File: src/rtl/pattern_run_sequencer.sv
// -----------------------------------------------------------------------------
// pattern_run_sequencer
//
// Runs one pattern-detection pass over a 1-bit-wide block ROM. It clears the
// detector, then steps ROM addresses 0..DEPTH-1 at a programmable tick rate.
// It absorbs the ROM read latency and hands each bit to the detector with a
// one-cycle valid strobe. At the end of the run it samples the detector's
// match count and converts it to packed BCD for the seven-segment display.
//
// Ports:
//   clock_100Mhz  in   system clock
//   reset         in   asynchronous active-low reset
//   start         in   one-cycle pulse; begins a run, honoured only in IDLE
//   repeat_mode   in   sampled in DONE; 1 restarts the run automatically
//   rom_en        out  ROM enable, high for exactly one cycle per read
//   rom_addr      out  ROM address (holds DEPTH-1 after a run until next CLEAR)
//   rom_data      in   ROM data, valid ROM_LAT cycles after rom_en
//   det_clear     out  one-cycle clear to the detector at run start
//   det_bit       out  bit presented to the detector (holds when not valid)
//   det_valid     out  one-cycle qualifier for det_bit
//   det_count     in   detector match count
//   busy          out  high in every state except IDLE
//   done          out  one-cycle pulse in the cycle bcd_out shows a new result
//   bcd_out       out  packed BCD {thousands, hundreds, tens, ones}
// -----------------------------------------------------------------------------
module pattern_run_sequencer #(
    parameter int ADDR_W   = 4,          // ROM address width
    parameter int DEPTH    = 16,         // bits per run, at most 2**ADDR_W
    parameter int TICK_DIV = 100000000,  // cycles waited before each ROM read
    parameter int ROM_LAT  = 1,          // ROM read latency, 1..3
    parameter int CNT_W    = 8           // detector count width, at most 13
) (
    input  logic              clock_100Mhz,
    input  logic              reset,
    input  logic              start,
    input  logic              repeat_mode,
    output logic              rom_en,
    output logic [ADDR_W-1:0] rom_addr,
    input  logic              rom_data,
    output logic              det_clear,
    output logic              det_bit,
    output logic              det_valid,
    input  logic [CNT_W-1:0]  det_count,
    output logic              busy,
    output logic              done,
    output logic [15:0]       bcd_out
);

    typedef enum logic [3:0] {
        S_IDLE,
        S_CLEAR,
        S_WAIT,
        S_READ,
        S_LAT,
        S_FEED,
        S_SETTLE,
        S_CONV,
        S_DONE
    } state_e;

    localparam int TICK_W = (TICK_DIV > 1) ? $clog2(TICK_DIV) : 1;
    localparam int CONV_W = (CNT_W > 1) ? $clog2(CNT_W) : 1;

    localparam logic [TICK_W-1:0] TICK_LAST   = TICK_W'(TICK_DIV - 1);
    localparam logic [1:0]        LAT_LAST    = 2'(ROM_LAT - 1);
    localparam logic [1:0]        SETTLE_LAST = 2'd1;
    localparam logic [ADDR_W-1:0] ADDR_LAST   = ADDR_W'(DEPTH - 1);
    localparam logic [CONV_W-1:0] CONV_LAST   = CONV_W'(CNT_W - 1);

    state_e              state_q, state_d;
    logic [TICK_W-1:0]   tick_q, tick_d;
    logic [1:0]          lat_q, lat_d;      // shared by LAT and SETTLE
    logic [CONV_W-1:0]   conv_q, conv_d;
    logic [ADDR_W-1:0]   addr_q, addr_d;
    logic                bit_q, bit_d;
    logic [CNT_W-1:0]    bin_q, bin_d;
    // The thousands digit never exceeds 4 before a shift (the count is below
    // 10000), so only bits [14:0] ever need storing between steps; bit 15 can
    // only become 1 on the final step, which goes straight into bcd_out.
    logic [14:0]         bcd_q, bcd_d;
    logic [15:0]         bcd_out_q, bcd_out_d;

    // One double-dabble step: add 3 to every digit >= 5, then shift the
    // binary MSB in. The thousands digit is <= 4 here, so it never needs
    // the adjustment.
    logic [11:0]         bcd_adj;
    logic [15:0]         bcd_step;
    logic [CNT_W-1:0]    bin_step;

    always_comb begin
        bcd_adj = bcd_q[11:0];
        for (int n = 0; n < 3; n++) begin
            if (bcd_q[4*n +: 4] >= 4'd5) begin
                bcd_adj[4*n +: 4] = bcd_q[4*n +: 4] + 4'd3;
            end
        end
    end

    assign bcd_step = {bcd_q[14:12], bcd_adj, bin_q[CNT_W-1]};
    assign bin_step = bin_q << 1;

    // NOTE: sequential state uses non-blocking assignments only, so every
    // register samples the pre-edge value of every other register.
    always_ff @(posedge clock_100Mhz or negedge reset) begin
        if (!reset) begin
            state_q   <= S_IDLE;
            tick_q    <= '0;
            lat_q     <= '0;
            conv_q    <= '0;
            addr_q    <= '0;
            bit_q     <= 1'b0;
            bin_q     <= '0;
            bcd_q     <= '0;
            bcd_out_q <= '0;
        end else begin
            state_q   <= state_d;
            tick_q    <= tick_d;
            lat_q     <= lat_d;
            conv_q    <= conv_d;
            addr_q    <= addr_d;
            bit_q     <= bit_d;
            bin_q     <= bin_d;
            bcd_q     <= bcd_d;
            bcd_out_q <= bcd_out_d;
        end
    end

    // NOTE: every variable gets a default before the case statement, so no
    // path through this block can leave one unassigned and infer a latch.
    always_comb begin
        state_d   = state_q;
        tick_d    = '0;          // counters rest at 0 outside their own state
        lat_d     = '0;
        conv_d    = '0;
        addr_d    = addr_q;
        bit_d     = bit_q;
        bin_d     = bin_q;
        bcd_d     = bcd_q;
        bcd_out_d = bcd_out_q;

        unique case (state_q)
            S_IDLE: begin
                if (start) begin
                    state_d = S_CLEAR;
                    addr_d  = '0;
                end
            end
            S_CLEAR: begin
                state_d = S_WAIT;
            end
            S_WAIT: begin
                if (tick_q == TICK_LAST) begin
                    state_d = S_READ;
                end else begin
                    tick_d = tick_q + 1'b1;
                end
            end
            S_READ: begin
                state_d = S_LAT;
            end
            S_LAT: begin
                // Capture on the last latency cycle, when rom_data is valid.
                if (lat_q == LAT_LAST) begin
                    bit_d   = rom_data;
                    state_d = S_FEED;
                end else begin
                    lat_d = lat_q + 1'b1;
                end
            end
            S_FEED: begin
                if (addr_q == ADDR_LAST) begin
                    state_d = S_SETTLE;
                end else begin
                    addr_d  = addr_q + 1'b1;
                    state_d = S_WAIT;
                end
            end
            S_SETTLE: begin
                // Two cycles let the detector's registered count catch up
                // with the final bit before it is sampled.
                if (lat_q == SETTLE_LAST) begin
                    bin_d   = det_count;
                    bcd_d   = '0;
                    state_d = S_CONV;
                end else begin
                    lat_d = lat_q + 1'b1;
                end
            end
            S_CONV: begin
                bin_d = bin_step;
                bcd_d = bcd_step[14:0];
                if (conv_q == CONV_LAST) begin
                    // Load the result on entry to DONE so bcd_out is already
                    // updated while done is high.
                    bcd_out_d = bcd_step;
                    state_d   = S_DONE;
                end else begin
                    conv_d = conv_q + 1'b1;
                end
            end
            S_DONE: begin
                if (repeat_mode) begin
                    state_d = S_CLEAR;
                    addr_d  = '0;
                end else begin
                    state_d = S_IDLE;
                end
            end
            default: begin
                state_d = S_IDLE;
            end
        endcase
    end

    // Strobes decode directly from the registered state, so reset clears
    // them in the same cycle it is asserted.
    assign rom_en    = (state_q == S_READ);
    assign det_clear = (state_q == S_CLEAR);
    assign det_valid = (state_q == S_FEED);
    assign done      = (state_q == S_DONE);
    assign busy      = (state_q != S_IDLE);
    assign rom_addr  = addr_q;
    assign det_bit   = bit_q;
    assign bcd_out   = bcd_out_q;

endmodule

File: config.mk
export PLATFORM = sky130hd
export DESIGN_NAME = pattern_run_sequencer
export DESIGN_NICKNAME = d
export VERILOG_FILES = /design/src/rtl/pattern_run_sequencer.sv
export SDC_FILE = /design/constraint.sdc
export NUM_CORES = 1
export LEC_CHECK = 0
export CAP_MARGIN = 30
export CORE_MARGIN = 8
export CORE_UTILIZATION = 45
export DETAILED_ROUTE_END_ITERATION = 6
export GPL_TIMING_DRIVEN = 0
export PLACE_DENSITY = 0.72
export SYNTH_ARGS = -nofsm -noshare
export SYNTH_HDL_FRONTEND = slang
export SYNTH_SLANG_ARGS = --single-unit
File: constraint.sdc
create_clock -name clock_100Mhz -period 1.9 [get_ports clock_100Mhz]
set_input_delay 0.19 -clock clock_100Mhz [delete_from_list [all_inputs] [get_ports clock_100Mhz]]
set_output_delay 0.19 -clock clock_100Mhz [all_outputs]
set_load 0.03 [all_outputs]
# == Word level (Yosys, flattened, before mapping) ==
# Index checks and enable logic that the tools add are counted.
# word_totals
register_bits,80
wordCells,74
output_inout_bits,26
# op_classes
reduce_logical,10
eq_ne,19
n_lt_le_gt_ge,3
n_addsub,7
mux,26
# op_table
operator,count
$mux W27,2
$mux W4,11
$pmux W4 S9,1
$pmux W15 S2,1
$add A27 B1 Y27 const B,1
$eq A27 B27 Y1 const B,1
$eq A4 B3 Y1 const B,4
$pmux W8 S2,1
$mux W15,1
$ne A2 B2 Y1 const B,7
$add A4 B2 Y4 const B,3
$ge A4 B3 Y1 const B,3
$pmux W4 S3,1
$mux W3,3
$eq A4 B2 Y1 const B,2
$eq A4 B4 Y1 const B,2
$mux W8,1
$reduce_and A2 Y1,3
$reduce_and A5 Y1,1
$add A4 B1 Y4 const B,1
$eq A4 B1 Y1 const B,1
$logic_not A4 Y1,1
$mux W2,2
$pmux W2 S2,1
other kinds (10),10

# == Longest topological paths before layout ==
# logic_depth
ltp_word,3
ltp_mapped,7
ltp_nobuf,6

# == Worst setup path after synthesis ==
# OpenSTA, ideal clock, no wires.
# synth_path
kind,register -> output
start,register state_q[1]
end,output port done
arrival_ps,1861
stages_incl_launch_ff,4
t_required_ps,1710
setup_slack_ps,-151
cell_sequence,dfrtp_1 clkbuf_1 buf_1 nor4b_1
# synth_via
elab_chain_cells,1
# synth_lines
element,line,rtl
start: declaration,70,"state_e state_q, state_d;"
start signal: assignment,116,state_q <= state_d;
$eq A4 B4 Y1,220,assign done = (state_q == S_DONE);
end: declaration,45,"output logic done,"
# No other way between the ends.

# == Worst setup path after layout ==
# layout_path
start,register tick_q[6]
end,register tick_q[7]
# layout_via
elab_chain_cells,3
elab_cells_between_ends,4
# layout_lines
element,line,rtl
start: declaration,71,"logic [TICK_W-1:0] tick_q, tick_d;"
start signal: assignment,117,tick_q <= tick_d;
$add A27 B1 Y27 / $eq A27 B27 Y1 (equally long branches),"155, 152",
$mux W27 (*),152,if (tick_q == TICK_LAST) begin
$mux W27 (*),141,unique case (state_q)
named net tick_d[7],71,
# The timed path passes the listed nets; every way through them passes the cells marked *.
# A chain may end at the register's enable or synchronous reset.

==> run_results.csv <==
group,metric,value,unit
logic_synthesis,avgSynthCellArea,9.63,µm²
cells_and_area,final_core_util,59.9,%
pwr,leakagePower,2.17,nW
drt,drt-total-wl,9400,µm
cts,htreeDepth,3,
global_route,grt_pass1_wl,15500,µm
pwr,pwr-share-comb,43.8,%
die,rows,34,
placed_design,globalplace.congestion,0.791,
critical_path,path_cells,"nand3_2 -> buf_6 -> buf_6 -> or3_4 -> o31ai_4 -> buf_6 -> clkbuf_16 -> nor2_2",
critical_path,critPathMostFrequentCell,"buf_6",
outcome,status,"finished, final reports clean",
logic_synthesis,seq_area_frac_synth,50.0,%
global_route,gr-total-overflow,0,
cts,cts_sinks,80,
cts,cts_buffer_depth,2,
global_route,grt_usage,15.8,%
drt,wl_per_cell,15.6,µm
drt,first_iter_violations,115,
logic_synthesis,yosysWarnings,0,
pwr,ir_worst_vdd,598,µV
global_route,grt_max_degree,74,
die,die_h,110,µm
drt,drc_errors,0,
pwr,p_sw,2.77,mW
critical_path,max_stage_delay,400,ps
critical_path,worstPathArrival,2140,ps
cells_and_area,final_cells,604,
logic_synthesis,synthFlopType,"dfrtp_1",
cells_and_area,fill_cells,743,
critical_path,cp-end-kind,"flop",
logic_synthesis,ys_ff_latch,80,
logic_synthesis,synthDistinctLibCells,49,
cts,tritoncts,"built",
critical_path,crit_type,"reg -> reg",
placed_design,io_buffers,38,
pwr,switching_share,39.7,%
logic_synthesis,synth_edf_count,0,
die,pin_count,39,
critical_path,critPathSlowestCell,"dfrtp_1",
sta,worstMarginPinSlew,532,ps
sta,layout_min_cycle_time,1890,ps
cells_and_area,drive_above_1_share,23.2,%
cts,cts_root_buf,"clkbuf_8",
cells_and_area,fin_area,0.00520,mm²
sta,timing.final.max_slew_violations,0,
placed_design,dp_hpwl,6220,µm
logic_synthesis,synth_nets,442,
global_route,grt_pass1_vias,3310,
sta,setup_viol,0,
sta,rsz0062_at_grt,"yes",
cts,cts.clk_slew.worst_paths,90,ps
critical_path,start_kind,"flop",
global_route,antenna_found_initial,0,
drt,dr.pass1.iters,4,
drt,vias_per_cell,5.52,
job,drv_cap,0,
pwr,seqPwrFrac,34.9,%
sta,fin_worst_skew,9.95,ps
placed_design,dpl.cell_count,563,
sta,fmax,528,MHz
die,core_region_area,0.00868,mm²
pwr,p_int,4.22,mW
cts,cts_made_buffers,9,
sta,final_hold_viol_count,0,
critical_path,required,2140,ps
sta,relSlewSlack,64.5,%
die,initial_core_util,46.2,%
placed_design,place_area,0.00457,mm²
cells_and_area,n_antenna_cell,0,
pwr,power_density,1350,mW/mm²
cells_and_area,final_nets,518,
critical_path,path_buf_inv,4,
die,dieArea,0.0122,mm²
logic_synthesis,synthesis.instances,416,
logic_synthesis,synth.cell_area,0.00401,mm²
sta,fin_crit_sh,99.7,%
drt,vias,3335,
die,dieWidth,110,µm
critical_path,critPathMaxFanout,5,
drt,antenna_left,0,
pwr,clockPowerShare,21.3,%
hold_path,min_path_type,"in -> async",
critical_path,path_delay_family,"buffers and inverters",
cells_and_area,syn2layout_area_growth,29.8,%
cts,worstSkewPairLatency,350,ps
logic_synthesis,async_reset_ff_share,100,%
-- per-stage QoR --
step                hold slack (ps)  setup WS (ps)  power [mW]  TNS [ps]
CTS                             200           1.49        6.95         0
global route                    213          -49.7        7.47      -314
global placement                436          -2180        5.27   -182490
detailed placement             32.8           -505        5.38     -9170
finish                          212           5.32        6.99         0
floorplan                      -106          -31.0        4.44     -31.0
-- sequential cells by signal (all words and copies together), names as in the netlist, 2 cells and up --
| signal | count |
|---|---|
| conv_q | 3 |
| rom_addr | 4 |
| state_q | 4 |
| tick_q | 27 |
| lat_q | 2 |
| bin_q | 8 |
| bcd_q | 15 |
| bcd_out | 16 |
-- layout by cell type (no fill, tap or decap), types with 8 or more instances in the layout --
cell	count
dfrtp_1	73
a31oi_1	8
a22o_1	8
o21ai_0	25
clkbuf_8	9
mux2_2	8
nand2_1	49
xnor2_1	13
buf_4	24
ha_1	12
inv_1	23
clkdlybuf4s50_1	32
a21oi_1	19
nand3_1	12
a21oi_2	9
nor2_1	25
or4_4	8
-- synthesized netlist by cell type (all sizes together) (9+ instances only) --
cell | n | area share [%]
xnor2 | 13 | 2.8
or3 | 9 | 1.4
nand2 | 51 | 4.8
o21ai | 25 | 3.1
dfrtp | 80 | 50
a21oi | 28 | 3.6
ha | 13 | 4.1
clkbuf | 11 | 1.0
inv | 24 | 2.2
nand3 | 14 | 1.9
nor2 | 32 | 3.0
-- metal layers --
metal  vias to the layer above  track usage, %  part of all wire [%]
met5                         -               0                     0
met4                         0            5.71                  0.72
met3                         6            2.50                   4.0
met2                        45            27.2                    51
met1                      1654            19.5                    44
li1                       1630               -                     -
-- power groups by stage --
stage	sequential, mW	combinational (mW)	clock (mW)
2_1_floorplan	2.64	1.81	0
3_3_place_gp	2.45	2.82	0
3_5_place_dp	2.47	2.91	0
4_1_cts	2.44	3.00	1.51
5_1_grt	2.50	3.39	1.58
6_report	2.44	3.06	1.49
-- worst paths after layout --
check | cells after the start | to | from | slack (ps)
worst max-delay path | 8 | tick_q[7]$_DFF_PN0_ | tick_q[6]$_DFF_PN0_ | 5
worst min-delay path | 2 | lat_q[0]$_DFF_PN0_ | reset | 210
worst max register to register | 8 | tick_q[7]$_DFF_PN0_ | tick_q[6]$_DFF_PN0_ | 5
worst min register to register | 1 | conv_q[0]$_DFF_PN0_ | conv_q[0]$_DFF_PN0_ | 450
max in group asynchronous | 3 | tick_q[0]$_DFF_PN0_ | reset | 1090
min in group clock_100Mhz | 3 | bin_q[6]$_DFFE_PN0P_ | det_count[6] | 410
-- cells by family after synthesis --
| kind of cell | Yosys count | synth area share [%] |
|---|---|---|
| muxes | 13 | 3.50 |
| xor gates and xnor gates | 15 | 3.28 |
| DFF | 80 | 50.0 |
| adders and majority gates | 13 | 4.06 |
| AOI/OAI and AO/OA | 92 | 14.6 |
| and+or+nand+nor | 160 | 20.3 |
| buffers and inverters | 43 | 4.34 |
-- timing repair --
action                     CTS  global route
hold endpoints to repair    80             0
buffers inserted            14            10
hold buffers                 1             0
pin swaps                    4            16
setup endpoints to repair   44            37
gates resized for setup     48            42
gates cloned                 0             2
-- area by class of cell --
class / instances / area, µm² / share of cell area [%]
clock buffers: 9 / 124 / 2.38
plain buffers: 18 / 111 / 2.14
repair buffers: 66 / 628 / 12.1
clock inverters: 6 / 109 / 2.09
well taps: 108 / 135 / 2.60
flip-flops and latches: 80 / 2010 / 38.7
multi-input cells: 293 / 1990 / 38.2
inverters: 24 / 92.6 / 1.78
(Power assumes the default switching activity.)
